**src/rtl/relu_stream_ctrl_if.sv**
```systemverilog
`default_nettype none
//-----------------------------------------------------------------------------
// Module      : relu_stream_ctrl_if
// Description : Bundle of the start/control inputs, conv-result RAM read port,
//               pool-buffer write port and status outputs of relu_stream_ctrl.
//               slave  : the sequencer itself
//               master : layer controller / RAM / pool buffer side
// Ports       : start, relu_en, hold     control from the layer controller
//               rd_en, rd_addr, rd_data  read port of the conv result RAM
//               wr_en, wr_addr, wr_data  write port of the pool input buffer
//               busy, done, neg_count    status back to the layer controller
// Revision    : 1.0 - initial release
//-----------------------------------------------------------------------------
interface relu_stream_ctrl_if #(
    parameter int LANES = 4,
    parameter int DW    = 20,
    parameter int AW    = 8,
    parameter int NW    = 10
);
    logic                  start;
    logic                  relu_en;
    logic                  hold;
    logic                  rd_en;
    logic [AW-1:0]         rd_addr;
    logic [LANES*DW-1:0]   rd_data;
    logic                  wr_en;
    logic [AW-1:0]         wr_addr;
    logic [LANES*DW-1:0]   wr_data;
    logic                  busy;
    logic                  done;
    logic [NW-1:0]         neg_count;

    modport slave (
        input  start, relu_en, hold, rd_data,
        output rd_en, rd_addr, wr_en, wr_addr, wr_data, busy, done, neg_count
    );

    modport master (
        output start, relu_en, hold, rd_data,
        input  rd_en, rd_addr, wr_en, wr_addr, wr_data, busy, done, neg_count
    );
endinterface
`default_nettype wire

```
**src/rtl/relu_stream_ctrl.sv**
```systemverilog
`default_nettype none
//-----------------------------------------------------------------------------
// Module      : relu_stream_ctrl
// Description : Streams one feature map out of the conv result RAM, LANES
//               elements per cycle, applies an optional ReLU per lane, writes
//               the chunks into the pool input buffer and counts negative
//               input elements.
// Ports       : clk  - sole clock, rising edge
//               rst  - synchronous, active-low reset
//               bus  - relu_stream_ctrl_if.slave (control, RAM read port,
//                      pool write port, busy/done/neg_count status)
// Revision    : 1.0 - initial release
//-----------------------------------------------------------------------------
module relu_stream_ctrl #(
    parameter int N_ELEM = 676,
    parameter int LANES  = 4,
    parameter int DW     = 20
) (
    input  wire logic          clk,
    input  wire logic          rst,
    relu_stream_ctrl_if.slave  bus
);

    localparam int c_N_CHUNK = N_ELEM / LANES;
    localparam int c_AW      = $clog2(c_N_CHUNK);
    localparam int c_NW      = $clog2(N_ELEM + 1);
    localparam int c_W       = LANES * DW;
    localparam logic [c_AW-1:0] c_LAST = c_AW'(c_N_CHUNK - 1);

    typedef enum logic [1:0] {
        IDLE  = 2'd0,
        RUN   = 2'd1,
        DRAIN = 2'd2,
        DONE  = 2'd3
    } state_t;

    state_t              r_state_q,     w_state_d;
    logic                r_relu_en_q,   w_relu_en_d;
    logic [c_AW-1:0]     r_cnt_q,       w_cnt_d;
    logic                r_rd_en_q,     w_rd_en_d;
    logic [c_AW-1:0]     r_rd_addr_q,   w_rd_addr_d;
    logic                r_vld_q,       w_vld_d;
    logic [c_AW-1:0]     r_vaddr_q,     w_vaddr_d;
    logic                r_wr_en_q,     w_wr_en_d;
    logic [c_AW-1:0]     r_wr_addr_q,   w_wr_addr_d;
    logic [c_W-1:0]      r_wr_data_q,   w_wr_data_d;
    logic                r_busy_q,      w_busy_d;
    logic                r_done_q,      w_done_d;
    logic [c_NW-1:0]     r_neg_q,       w_neg_d;

    logic [c_W-1:0]      w_relu;
    logic [c_NW-1:0]     w_neg_lanes;

    // Per-lane ReLU and negative-lane count of the data returned by the RAM.
    always_comb begin
        w_relu      = '0;
        w_neg_lanes = '0;
        for (int k = 0; k < LANES; k++) begin
            if (bus.rd_data[k*DW + DW - 1]) begin
                w_neg_lanes = w_neg_lanes + c_NW'(1);
            end
            if (r_relu_en_q && bus.rd_data[k*DW + DW - 1]) begin
                w_relu[k*DW +: DW] = '0;
            end else begin
                w_relu[k*DW +: DW] = bus.rd_data[k*DW +: DW];
            end
        end
    end

    always_comb begin
        w_state_d   = r_state_q;
        w_relu_en_d = r_relu_en_q;
        w_cnt_d     = r_cnt_q;
        w_rd_en_d   = 1'b0;
        w_rd_addr_d = r_rd_addr_q;
        // RAM data is valid the cycle after the strobe; the write for it is
        // registered one cycle later still.
        w_vld_d     = r_rd_en_q;
        w_vaddr_d   = r_rd_addr_q;
        w_wr_en_d   = r_vld_q;
        w_wr_addr_d = r_vld_q ? r_vaddr_q : r_wr_addr_q;
        w_wr_data_d = r_vld_q ? w_relu    : r_wr_data_q;
        w_neg_d     = r_neg_q + (r_vld_q ? w_neg_lanes : '0);

        case (r_state_q)
            IDLE: begin
                if (bus.start) begin
                    // Chunk 0 is issued on the accepting edge so the first
                    // strobe lands in the cycle right after start; the
                    // counter therefore restarts at 1.
                    w_state_d   = RUN;
                    w_relu_en_d = bus.relu_en;
                    w_rd_en_d   = 1'b1;
                    w_rd_addr_d = '0;
                    w_cnt_d     = c_AW'(1);
                    w_neg_d     = '0;
                end
            end
            RUN: begin
                if (!bus.hold) begin
                    w_rd_en_d   = 1'b1;
                    w_rd_addr_d = r_cnt_q;
                    w_cnt_d     = r_cnt_q + c_AW'(1);
                    if (r_cnt_q == c_LAST) begin
                        w_state_d = DRAIN;
                    end
                end
            end
            DRAIN: begin
                if (r_wr_en_q && (r_wr_addr_q == c_LAST)) begin
                    w_state_d = DONE;
                end
            end
            DONE: begin
                w_state_d = IDLE;
            end
            default: begin
                w_state_d = IDLE;
            end
        endcase

        // Status flags follow the next state so they line up with it.
        w_busy_d = (w_state_d != IDLE);
        w_done_d = (w_state_d == DONE);
    end

    always_ff @(posedge clk) begin
        if (!rst) begin
            r_state_q   <= IDLE;
            r_relu_en_q <= 1'b0;
            r_cnt_q     <= '0;
            r_rd_en_q   <= 1'b0;
            r_rd_addr_q <= '0;
            r_vld_q     <= 1'b0;
            r_vaddr_q   <= '0;
            r_wr_en_q   <= 1'b0;
            r_wr_addr_q <= '0;
            r_wr_data_q <= '0;
            r_busy_q    <= 1'b0;
            r_done_q    <= 1'b0;
            r_neg_q     <= '0;
        end else begin
            r_state_q   <= w_state_d;
            r_relu_en_q <= w_relu_en_d;
            r_cnt_q     <= w_cnt_d;
            r_rd_en_q   <= w_rd_en_d;
            r_rd_addr_q <= w_rd_addr_d;
            r_vld_q     <= w_vld_d;
            r_vaddr_q   <= w_vaddr_d;
            r_wr_en_q   <= w_wr_en_d;
            r_wr_addr_q <= w_wr_addr_d;
            r_wr_data_q <= w_wr_data_d;
            r_busy_q    <= w_busy_d;
            r_done_q    <= w_done_d;
            r_neg_q     <= w_neg_d;
        end
    end

    assign bus.rd_en     = r_rd_en_q;
    assign bus.rd_addr   = r_rd_addr_q;
    assign bus.wr_en     = r_wr_en_q;
    assign bus.wr_addr   = r_wr_addr_q;
    assign bus.wr_data   = r_wr_data_q;
    assign bus.busy      = r_busy_q;
    assign bus.done      = r_done_q;
    assign bus.neg_count = r_neg_q;

endmodule
`default_nettype wire

```
**src/flat_wrapper.sv**
```systemverilog
// flat-port wrapper written by rule: the top's interface ports become plain ports
module relu_stream_ctrl_flat 
#(
    parameter int N_ELEM = 676,
    parameter int LANES  = 4,
    parameter int DW     = 20
)
  (clk, rst, bus_start, bus_relu_en, bus_hold, bus_rd_data, bus_rd_en, bus_rd_addr, bus_wr_en, bus_wr_addr, bus_wr_data, bus_busy, bus_done, bus_neg_count);
  relu_stream_ctrl_if #(.LANES(LANES), .DW(DW), .AW((8)), .NW((10))) bus_i ();
  input  wire logic clk;
  input  wire logic rst;
  input wire logic [$bits(bus_i.start)-1:0] bus_start;
  input wire logic [$bits(bus_i.relu_en)-1:0] bus_relu_en;
  input wire logic [$bits(bus_i.hold)-1:0] bus_hold;
  input wire logic [$bits(bus_i.rd_data)-1:0] bus_rd_data;
  output wire logic [$bits(bus_i.rd_en)-1:0] bus_rd_en;
  output wire logic [$bits(bus_i.rd_addr)-1:0] bus_rd_addr;
  output wire logic [$bits(bus_i.wr_en)-1:0] bus_wr_en;
  output wire logic [$bits(bus_i.wr_addr)-1:0] bus_wr_addr;
  output wire logic [$bits(bus_i.wr_data)-1:0] bus_wr_data;
  output wire logic [$bits(bus_i.busy)-1:0] bus_busy;
  output wire logic [$bits(bus_i.done)-1:0] bus_done;
  output wire logic [$bits(bus_i.neg_count)-1:0] bus_neg_count;
  assign bus_i.start = bus_start;
  assign bus_i.relu_en = bus_relu_en;
  assign bus_i.hold = bus_hold;
  assign bus_i.rd_data = bus_rd_data;
  assign bus_rd_en = bus_i.rd_en;
  assign bus_rd_addr = bus_i.rd_addr;
  assign bus_wr_en = bus_i.wr_en;
  assign bus_wr_addr = bus_i.wr_addr;
  assign bus_wr_data = bus_i.wr_data;
  assign bus_busy = bus_i.busy;
  assign bus_done = bus_i.done;
  assign bus_neg_count = bus_i.neg_count;
  relu_stream_ctrl #(.N_ELEM(N_ELEM), .LANES(LANES), .DW(DW)) u_core (.clk(clk), .rst(rst), .bus(bus_i));
endmodule
```
**config.mk**
```make
export PLATFORM = sky130hd
export DESIGN_NAME = relu_stream_ctrl_flat
export DESIGN_NICKNAME = d
export VERILOG_FILES = /design/src/rtl/relu_stream_ctrl_if.sv /design/src/rtl/relu_stream_ctrl.sv /design/src/flat_wrapper.sv
export SDC_FILE = /design/constraint.sdc
export NUM_CORES = 1
export LEC_CHECK = 0
export ABC_AREA = 1
export CORE_UTILIZATION = 48
export CTS_CLUSTER_SIZE = 30
export DETAILED_ROUTE_END_ITERATION = 10
export PLACE_DENSITY = 0.93
export SLEW_MARGIN = 20
export SYNTH_ARGS = -nofsm -noshare
export SYNTH_HDL_FRONTEND = slang
export SYNTH_SLANG_ARGS = --single-unit
```
**constraint.sdc**
```tcl
create_clock -name clk -period 5.95 [get_ports clk]
set_clock_uncertainty 0.05 [all_clocks]
set_input_delay 1.19 -clock clk [delete_from_list [all_inputs] [get_ports clk]]
set_output_delay 1.19 -clock clk [all_outputs]
set_load 0.05 [all_outputs]
```
* Yosys cells after proc, flatten, opt, wreduce, memory -nomap -nowiden *
Cells that the tools add are included.

cells by class
  reductions and logical operators = 10
  muxes and demuxes = 25
  equal/unequal tests = 8
  add/sub/neg operators = 5

operator list
  operator                                              number
  two-way mux 20 bit                                    4
  two-way mux 10 bit                                    6
  two-way mux 8 bit                                     4
  one-hot mux 8 bit (2 select lines)                    2
  adder 10 x 1 -> 10 bit (second input constant)        2
  equality test 8 bit (second input constant)           2
  adder 10 bit                                          1
  adder 8 x 1 -> 8 bit (second input constant)          1
  two-way mux 2 bit                                     4
  one-hot mux 2 bit (4 select lines)                    1
  equality test 2 bit (second input constant)           3
  logical AND 1 bit                                     5
  != test 2 bit (second input constant)                 2
  nonzero test 2 bit                                    2
  two-way mux 1 bit                                     3
  AND reduction 3 bit                                   1
  adder 1 x 1 -> 2 bit (second input constant)          1
  equality test 2 x 1 -> 1 bit (second input constant)  1
  logical NOT 2 bit                                     1
  one-hot mux 1 bit (2 select lines)                    1
  AND reduction 2 bit                                   1

word-level totals
  word-level logic and storage cells = 61
  register bits after elaboration = 130

* Depth between registers and ports, before layout *
Gate-level depths: netlist of the first run.

  word-level depth = 11
  mapped depth = 17
  mapped depth without buffers = 16

* Worst setup path after synthesis of the first run *
Ideal clock, no wire load.

  kind = in2reg
  from = input port bus_rd_data[19]
  to = register u_core.r_neg_q[6] (netlist: u_core.bus.neg_count[6])
  stages on the path = 12
  arrival time = 3106 ps
  path buffers = 0
  setup slack = 2677 ps
  setup time = 117 ps
  cell sequence = inv_1 ha_1 xor2_1 ha_1 o21ai_0 a21oi_1 fa_1 nand3_1 nand2_1 nand3_1 xor2_1 nor2_1

between the ends
  word-level cells in the longest chain between the ends = 11

RTL lines
  item                    RTL line                 RTL
  start, declared         flat_wrapper.sv:15       input wire logic [$bits(bus_i.rd_data)-1:0] bus_rd_data;
  two-way mux 1 bit *     relu_stream_ctrl.sv:59   if (bus.rd_data[k*DW + DW - 1]) begin
  adder 1 x 1 -> 2 bit    relu_stream_ctrl.sv:60   w_neg_lanes = w_neg_lanes + c_NW'(1);
  two-way mux 10 bit *    relu_stream_ctrl.sv:59
  adder 10 x 1 -> 10 bit  relu_stream_ctrl.sv:60
  two-way mux 10 bit *    relu_stream_ctrl.sv:59
  adder 10 x 1 -> 10 bit  relu_stream_ctrl.sv:60
  two-way mux 10 bit *    relu_stream_ctrl.sv:59
  two-way mux 10 bit *    relu_stream_ctrl.sv:83   w_neg_d = r_neg_q + (r_vld_q ? w_neg_lanes : '0);
  adder 10 bit *          relu_stream_ctrl.sv:83
  two-way mux 10 bit      relu_stream_ctrl.sv:87   if (bus.start) begin
  two-way mux 10 bit *    relu_stream_ctrl.sv:85   case (r_state_q)
  end signal, assigned    relu_stream_ctrl.sv:155  r_neg_q <= w_neg_d;
  end, declared           relu_stream_ctrl.sv:49   logic [c_NW-1:0] r_neg_q, w_neg_d;

Mark *: on every way between the ends. The rest lies on a longest branch, timed or not.
A chain may end at the register's enable or synchronous reset.

* Worst setup path after layout of the first run *
Ends and elaborated chain as after synthesis.

==> results of run 1 <==
==> worst max path at each step <==
stage | start | to | slack (ps) | cells past startpoint
after global routing | bus_rd_data[19] | u_core.bus.neg_count[7] | 1960 | 17
after floorplan | bus_rd_data[19] | u_core.bus.neg_count[6] | 2680 | 12
after detailed placement | bus_rd_data[19] | u_core.bus.neg_count[6] | 1880 | 13
after global placement | bus_rd_data[19] | u_core.bus.neg_count[6] | 1970 | 13
after CTS | bus_rd_data[19] | u_core.bus.neg_count[6] | 2260 | 13
final | bus_rd_data[19] | u_core.bus.neg_count[6] | 2230 | 13
==> layout make-up <==
class / instances / area [µm²]
Fill cell: 801 / 2934
Timing Repair Buffer: 195 / 1947
Inverter: 125 / 469.2
Clock inverter: 15 / 183.9
Multi-Input combinational cell: 418 / 2195
Tap cell: 140 / 175.2
Sequential cell: 130 / 2606
Clock buffer: 17 / 425.4
==> power groups by stage <==
stage          logic (mW)  clock network (mW)  registers, mW
4_1_cts             0.425                1.08          0.947
5_1_grt             0.453                1.12          0.952
3_3_place_gp        0.416                   0          0.963
2_1_floorplan       0.127                   0           1.10
3_5_place_dp        0.421                   0          0.964
6_report            0.423                1.06          0.947
==> stage by stage <==
step	instances	power, mW	hold WS, ps	area, µm²
after global placement	1008	1.378	363.7	7392
after CTS	1040	2.447	402.9	8001
after detailed placement	1008	1.385	369.2	7392
final	1040	2.426	394.3	8001
after global routing	1040	2.523	424.9	8001
after floorplan	711	1.223	380.6	5441
==> state kept, by name, summed over array words and instances, names as in the netlist <==
name / flops
u_core.r_vld_q: 1
u_core.bus.wr_addr: 8
u_core.r_relu_en_q: 1
u_core.bus.rd_addr: 8
u_core.bus.wr_en: 1
u_core.r_vaddr_q: 8
u_core.r_cnt_q: 8
u_core.bus.busy: 1
u_core.bus.neg_count: 10
u_core.bus.rd_en: 1
u_core.r_state_q: 2
u_core.bus.wr_data: 80
u_core.bus.done: 1
==> cells by family (layout without fill, tap and decap cells) <==
group / count (synthesis) / count (layout) / synth area share (%)
adders and majority gates: 12 / 12 / 2.897
other: 1 / 1 / 0.06892
AOI/OAI and AO/OA: 121 / 121 / 15.04
and+or+nand+nor: 277 / 277 / 21.20
buffers and inverters: 163 / 352 / 11.84
xor gates and xnor gates: 7 / 7 / 1.127
DFF: 130 / 130 / 47.83
==> critical path: stages <==
cell	delay, ps
clkdlybuf4s50_1	570
inv_1	100
ha_1	330
xor2_1	260
ha_1	270
o21ai_0	160
a21oi_1	90
fa_1	450
nand3_1	90
nand2_1	80
nand3_1	140
xor2_1	170
nor2_1	50
==> Yosys cell counts, drive strengths merged <==
| library cell | number | area (µm²) |
|---|---|---|
| xor2 | 6 | 52.55 |
| inv | 125 | 469.2 |
| o32ai | 6 | 52.55 |
| o21ai | 21 | 105.1 |
| buf | 30 | 145.1 |
| nand2 | 215 | 855.8 |
| conb | 1 | 3.750 |
| xnor2 | 1 | 8.760 |
| nand3 | 13 | 70.07 |
| nor2 | 36 | 145.1 |
| dfxtp | 130 | 2603 |
| nor3 | 7 | 35.03 |
| nand3b | 2 | 15.01 |
| nor3b | 2 | 20.02 |
| nand4 | 2 | 12.51 |
| ha | 11 | 137.6 |
| fa | 1 | 20.02 |
| clkbuf | 8 | 30.03 |
| a21oi | 18 | 90.09 |
| o211ai | 76 | 570.6 |
==> routing by layer <==
layer | vias up | wire length [µm] | track usage, %
met2 | 149 | 7387 | 44.62
met5 | - | 0 | 0
met1 | 2354 | 6002 | 27.87
met3 | 21 | 1055 | 7.836
met4 | 0 | 311 | 9.942
li1 | 2592 | - | -
==> results.md, run 1 <==
- Vias in the first global route: 4772
- Die area: 11770 µm²
- Power per cell area: 303.2 nW/µm²
- Yosys warns: 0
- Num CTS Buffers: 17
- Internal power: 1.737 mW
- Worst reg2reg path depth: 9
- Fmax: 0.2688 GHz
- Sw frac: 28.39%
- Hold Path Depth: 2
- Total of max-cap violations: 0
- Cell count after synthesis: 711
- Maximum fanout along the worst path: 5
- Worst-path clk slew: 60 ps
- Finish-stage setup viols: 0
- Clock sink total: 130
- Setup slack after layout: 2229 ps
- Utilization after layout: 73.17%
- Place WS: 1882 ps
- Slew Limit Fails: 0
- R2r setup slk: 3390 ps
- Most common cell after layout, fill and taps aside: nand2_1
- CTS tree: built
- Reg power frac: 39.0%
- HP Class: register to register
- Reg-to-reg endpoint: u_core.bus.neg_count[8]
- Clk pwr share: 43.5%
- Total wire length: 14.76 mm
- First-pass GRT wire length: 22.80 mm
- CP required: 6190 ps
- Top-level port count: 195
- Initial Util: 49.76%
- Via count: 5116
- Crit start category: primary input
- Core Region: 10940 µm²
- Drt pass-1 iters: 4
- Flops & latches, synth: 130
- DP HPWL: 9.859 mm
- Syn nets: 808
- Hold buffers post-CTS: 0
- Post-route ant nets: 0
- Post-synthesis sequential area ratio: 47.83%
- Die X: 108.5 µm
- Fin crit share: 62.54%
- Layout cells sized above 1: 5.444%
- Hold Path Sink: u_core.r_vaddr_q[0]
- N_diodes: 0
- Minimum clock period: 3721 ps
- Area added between synthesis and finish: 47.05%
- Slew HR: 28.10%
- Avg Inst Size Synth: 7.653 µm²
- Vias per cell: 4.919
- CP Capture Type: register
- Clock latency on the worst-skew pair: 400 ps
- Root buffer cell: clkbuf_16
- Clock Tree Buf Depth: 2
- Worst Tran Pin Value: 1078 ps
- Synth Cell Area: 5441 µm²
- # Post-CTS Setup Buffers: 0
- RSZ-0062 raised after global routing: no
- Gpl congestion: 0.8291
- Setup TNS: 0 ps
- Iter 0 DRT Violations: 410
- Endpoints failing hold: 0
- Row cnt: 38
- NetSw: 0.6887 mW
- Largest net degree at the start of global routing: 108
- Synth unique cells: 30
- CP arrival: 3960 ps
- Chip height: 108.5 µm
- R2R Path Start: u_core.r_vld_q
- Most frequent cells in the layout: 205 x nand2_1, 193 x clkdlybuf4s50_1, 129 x dfxtp_1
- Comb power frac: 17.5%
- Max VDD drop: 0.3129 mV
- Number of remaining DRC errors: 0
- Buffers on Ports: 194
- Cts repair resizes: 0
- Drt wl/cell: 14.19 µm
- Total grt overflow: 0
- H-tree levels: 4
- Initial antenna violation count: 0
- Final nets: 984
- Status: finished, final reports clean
- Lkg Pwr: 3.791 nW
- GRT Resource Usage Total: 25.18%
- HP Start: u_core.bus.rd_addr[0]
- Type of the worst setup path: primary input to register
No activity file was read; power rests on OpenSTA's default activity.
==> run 2: changes to the inputs <==
Settings changed: CORE_UTILIZATION 48 to 41, PLACE_DENSITY 0.93 to 0.85.
Clock period 5.95 ns to 3.1 ns, I/O delays scaled along.
==> run 2 against run 1 <==
Worst setup slack worse by 2000 ps. Total power up 92%. Non-clock buffer count up 8. Routed wire length down 3.3%. Register-to-register slack worse by 2500 ps. Sequential cell count unchanged. Sequential share of layout area down 0.53 points. First-iteration DRC count down 24%. Design area up 1.7%. Global-route usage down 4.7 points. Largest power group unchanged.
==> results.md, run 2 (synthesized netlist as in run 1, its figures left out) <==
- Core Region: 12770 µm² (+17%)
- Clock Tree Buf Depth: 2 (unchanged)
- Via count: 5068 (-0.94%)
- Drt pass-1 iters: 5 (+1)
- Largest net degree at the start of global routing: 106 (-1.9%)
- Maximum fanout along the worst path: 3 (-2)
- Area added between synthesis and finish: 49.48%
- Row cnt: 41 (+7.9%)
- Drt wl/cell: 13.21 µm (-6.9%)
- HP Class: register to register
- Lkg Pwr: 3.846 nW (+1.5%)
- Met2 wire len: 6.794 mm (-8.0%)
- Place WS: -290.6 ps (-2173 ps)
- Clock sink total: 130 (unchanged)
- Total grt overflow: 0 (unchanged)
- Total wire length: 14.26 mm (-3.3%)
- RSZ-0062 raised after global routing: no
- Status: finished, final reports clean
- Endpoints failing hold: 0 (unchanged)
- CTS tree: built
- NetSw: 1.270 mW (+84%)
- Max FFs per register: 80 (unchanged)
- Slew Limit Fails: 0 (unchanged)
- H-tree levels: 4 (unchanged)
- Met3 WL: 932 µm (-12%)
- CP Capture Type: register
- Gpl congestion: 0.8307 (+0.19%)
- Buffers on Ports: 194 (unchanged)
- First-pass GRT wire length: 21.34 mm (-6.4%)
- Cts repair resizes: 0 (unchanged)
- Comb power frac: 17.9% (+0.4 points)
- Num CTS Buffers: 17 (unchanged)
- Die X: 117.2 µm (+8.1%)
- N_diodes: 0 (unchanged)
- Power per cell area: 573.6 nW/µm² (+89%)
- Slew HR: 36.20% (+8.1 points)
- CP arrival: 3160 ps (-800 ps)
- Most frequent cells in the layout: 205 x nand2_1, 193 x clkdlybuf4s50_1, 129 x dfxtp_1
- Max VDD drop: 0.3814 mV (+22%)
- Setup TNS: 0 ps (unchanged)
- Reg power frac: 38.7% (-0.3 points)
- Vias per cell: 4.693 (-4.6%)
- Uppermost layer routed: met4
- Crit start category: primary input
- Setup slack after layout: 179.9 ps (-2049 ps)
- Worst-path clk slew: 50 ps (about the same)
- Final nets: 992 (+0.81%)
- Number of remaining DRC errors: 0 (unchanged)
- Chip height: 117.2 µm (+8.1%)
- Type of the worst setup path: primary input to register
- Vias in the first global route: 4476 (-6.2%)
- Clk pwr share: 43.4% (about the same)
- Root buffer cell: clkbuf_16
- Minimum clock period: 2920 ps
- GRT Resource Usage Total: 20.44% (-4.7 points)
- # Post-CTS Setup Buffers: 0 (unchanged)
- Utilization after layout: 63.68% (-9.5 points)
- Initial antenna violation count: 0 (unchanged)
- Top-level port count: 195 (unchanged)
- Initial Util: 42.60% (-7.2 points)
- Iter 0 DRT Violations: 312 (-24%)
- Fmax: 0.3425 GHz
- Clock latency on the worst-skew pair: 410 ps (about the same)
- Worst Tran Pin Value: 957.0 ps (-121.5 ps)
- DP HPWL: 9.893 mm (+0.34%)
- Sw frac: 27.21% (-1.2 points)
- Post-route ant nets: 0 (unchanged)
- Finish-stage setup viols: 0 (unchanged)
- Internal power: 3.396 mW (+96%)
- Layout cells sized above 1: 6.388% (+0.94 points)
- Most common cell after layout, fill and taps aside: nand2_1
- CP required: 3340 ps (-2850 ps)
- Total of max-cap violations: 0 (unchanged)
- Fin crit share: 94.20%
- Die area: 13740 µm² (+17%)
- Metal-1 WL: 6.100 mm (+1.6%)
- Hold buffers post-CTS: 0 (unchanged)
## run 2: changes by cell type in the layout (fill, tap and decap cells not counted), moves of 2 or more
cell,previous run,this run
inv_6,2,0
clkbuf_8,0,3
clkinv_2,2,5
clkinvlp_4,3,1
o21ai_0,17,15
clkbuf_1,0,2
clkinv_4,5,1
buf_4,2,9
o21ai_1,4,6
## run 2: metrics by stage
step | hold WS, ps | power [mW] | cell area (µm²) | cells
2_1_floorplan | 380.6 | 2.348 | 5441 | 711
3_3_place_gp | 385.9 | 2.658 | 7505 | 1048
3_5_place_dp | 389.0 | 2.668 | 7505 | 1048
4_1_cts | 398.6 | 4.702 | 8110 | 1080
5_1_grt | 419.4 | 4.855 | 8134 | 1080
6_report | 400.7 | 4.666 | 8134 | 1080
## run 2: final timing paths
kind                              start                       to  slack (ps)  cells after the start
hold / removal    u_core.bus.rd_addr[0]      u_core.r_vaddr_q[0]         400                      2
setup reg to reg         u_core.r_vld_q   u_core.bus.wr_data[55]         870                      5
hold reg to reg   u_core.bus.rd_addr[0]      u_core.r_vaddr_q[0]         400                      2
setup / recovery        bus_rd_data[39]  u_core.bus.neg_count[6]         180                     14
## run 2: power by group through the flow
stage | clock, mW | sequential (mW) | combinational (mW)
after floorplan | 0 | 2.11 | 0.243
after global placement | 0 | 1.84 | 0.820
after detailed placement | 0 | 1.84 | 0.828
after CTS | 2.06 | 1.81 | 0.833
after global routing | 2.15 | 1.82 | 0.892
final | 2.02 | 1.81 | 0.835
## run 2: critical path, stage by stage
cell and delay, ps:
clkdlybuf4s50_1 490, inv_1 90, ha_4 290, xor2_2 150
buf_4 130, xor2_1 170, nor2_1 70, ha_1 230
fa_1 410, nand3_1 90, nand2_1 80, nand3_1 140
xor2_1 150, nor2_1 50
## run 2: final cells by class
class                      instances  area (µm²)
clock buffer                      22       474.2
clock inverter                    10       131.4
fill                            1089        4639
inverter                         125       469.2
multi-input combinational        418        2218
sequential                       130        2606
tap                              172       215.2
timing repair buffer             203        2019
## run 2: per-layer routing
layer	up-vias	global-route usage (%)
met3	36	5.304
met5	-	0
met1	2253	24.12
li1	2614	-
met2	165	33.53
met4	0	12.07
==> run 3: changes to the inputs <==
Settings changed: SKIP_CTS_REPAIR_TIMING set to 1.
==> results of run 3 <==
No change in the layout: final DEF, timing and power equal those of run 2.
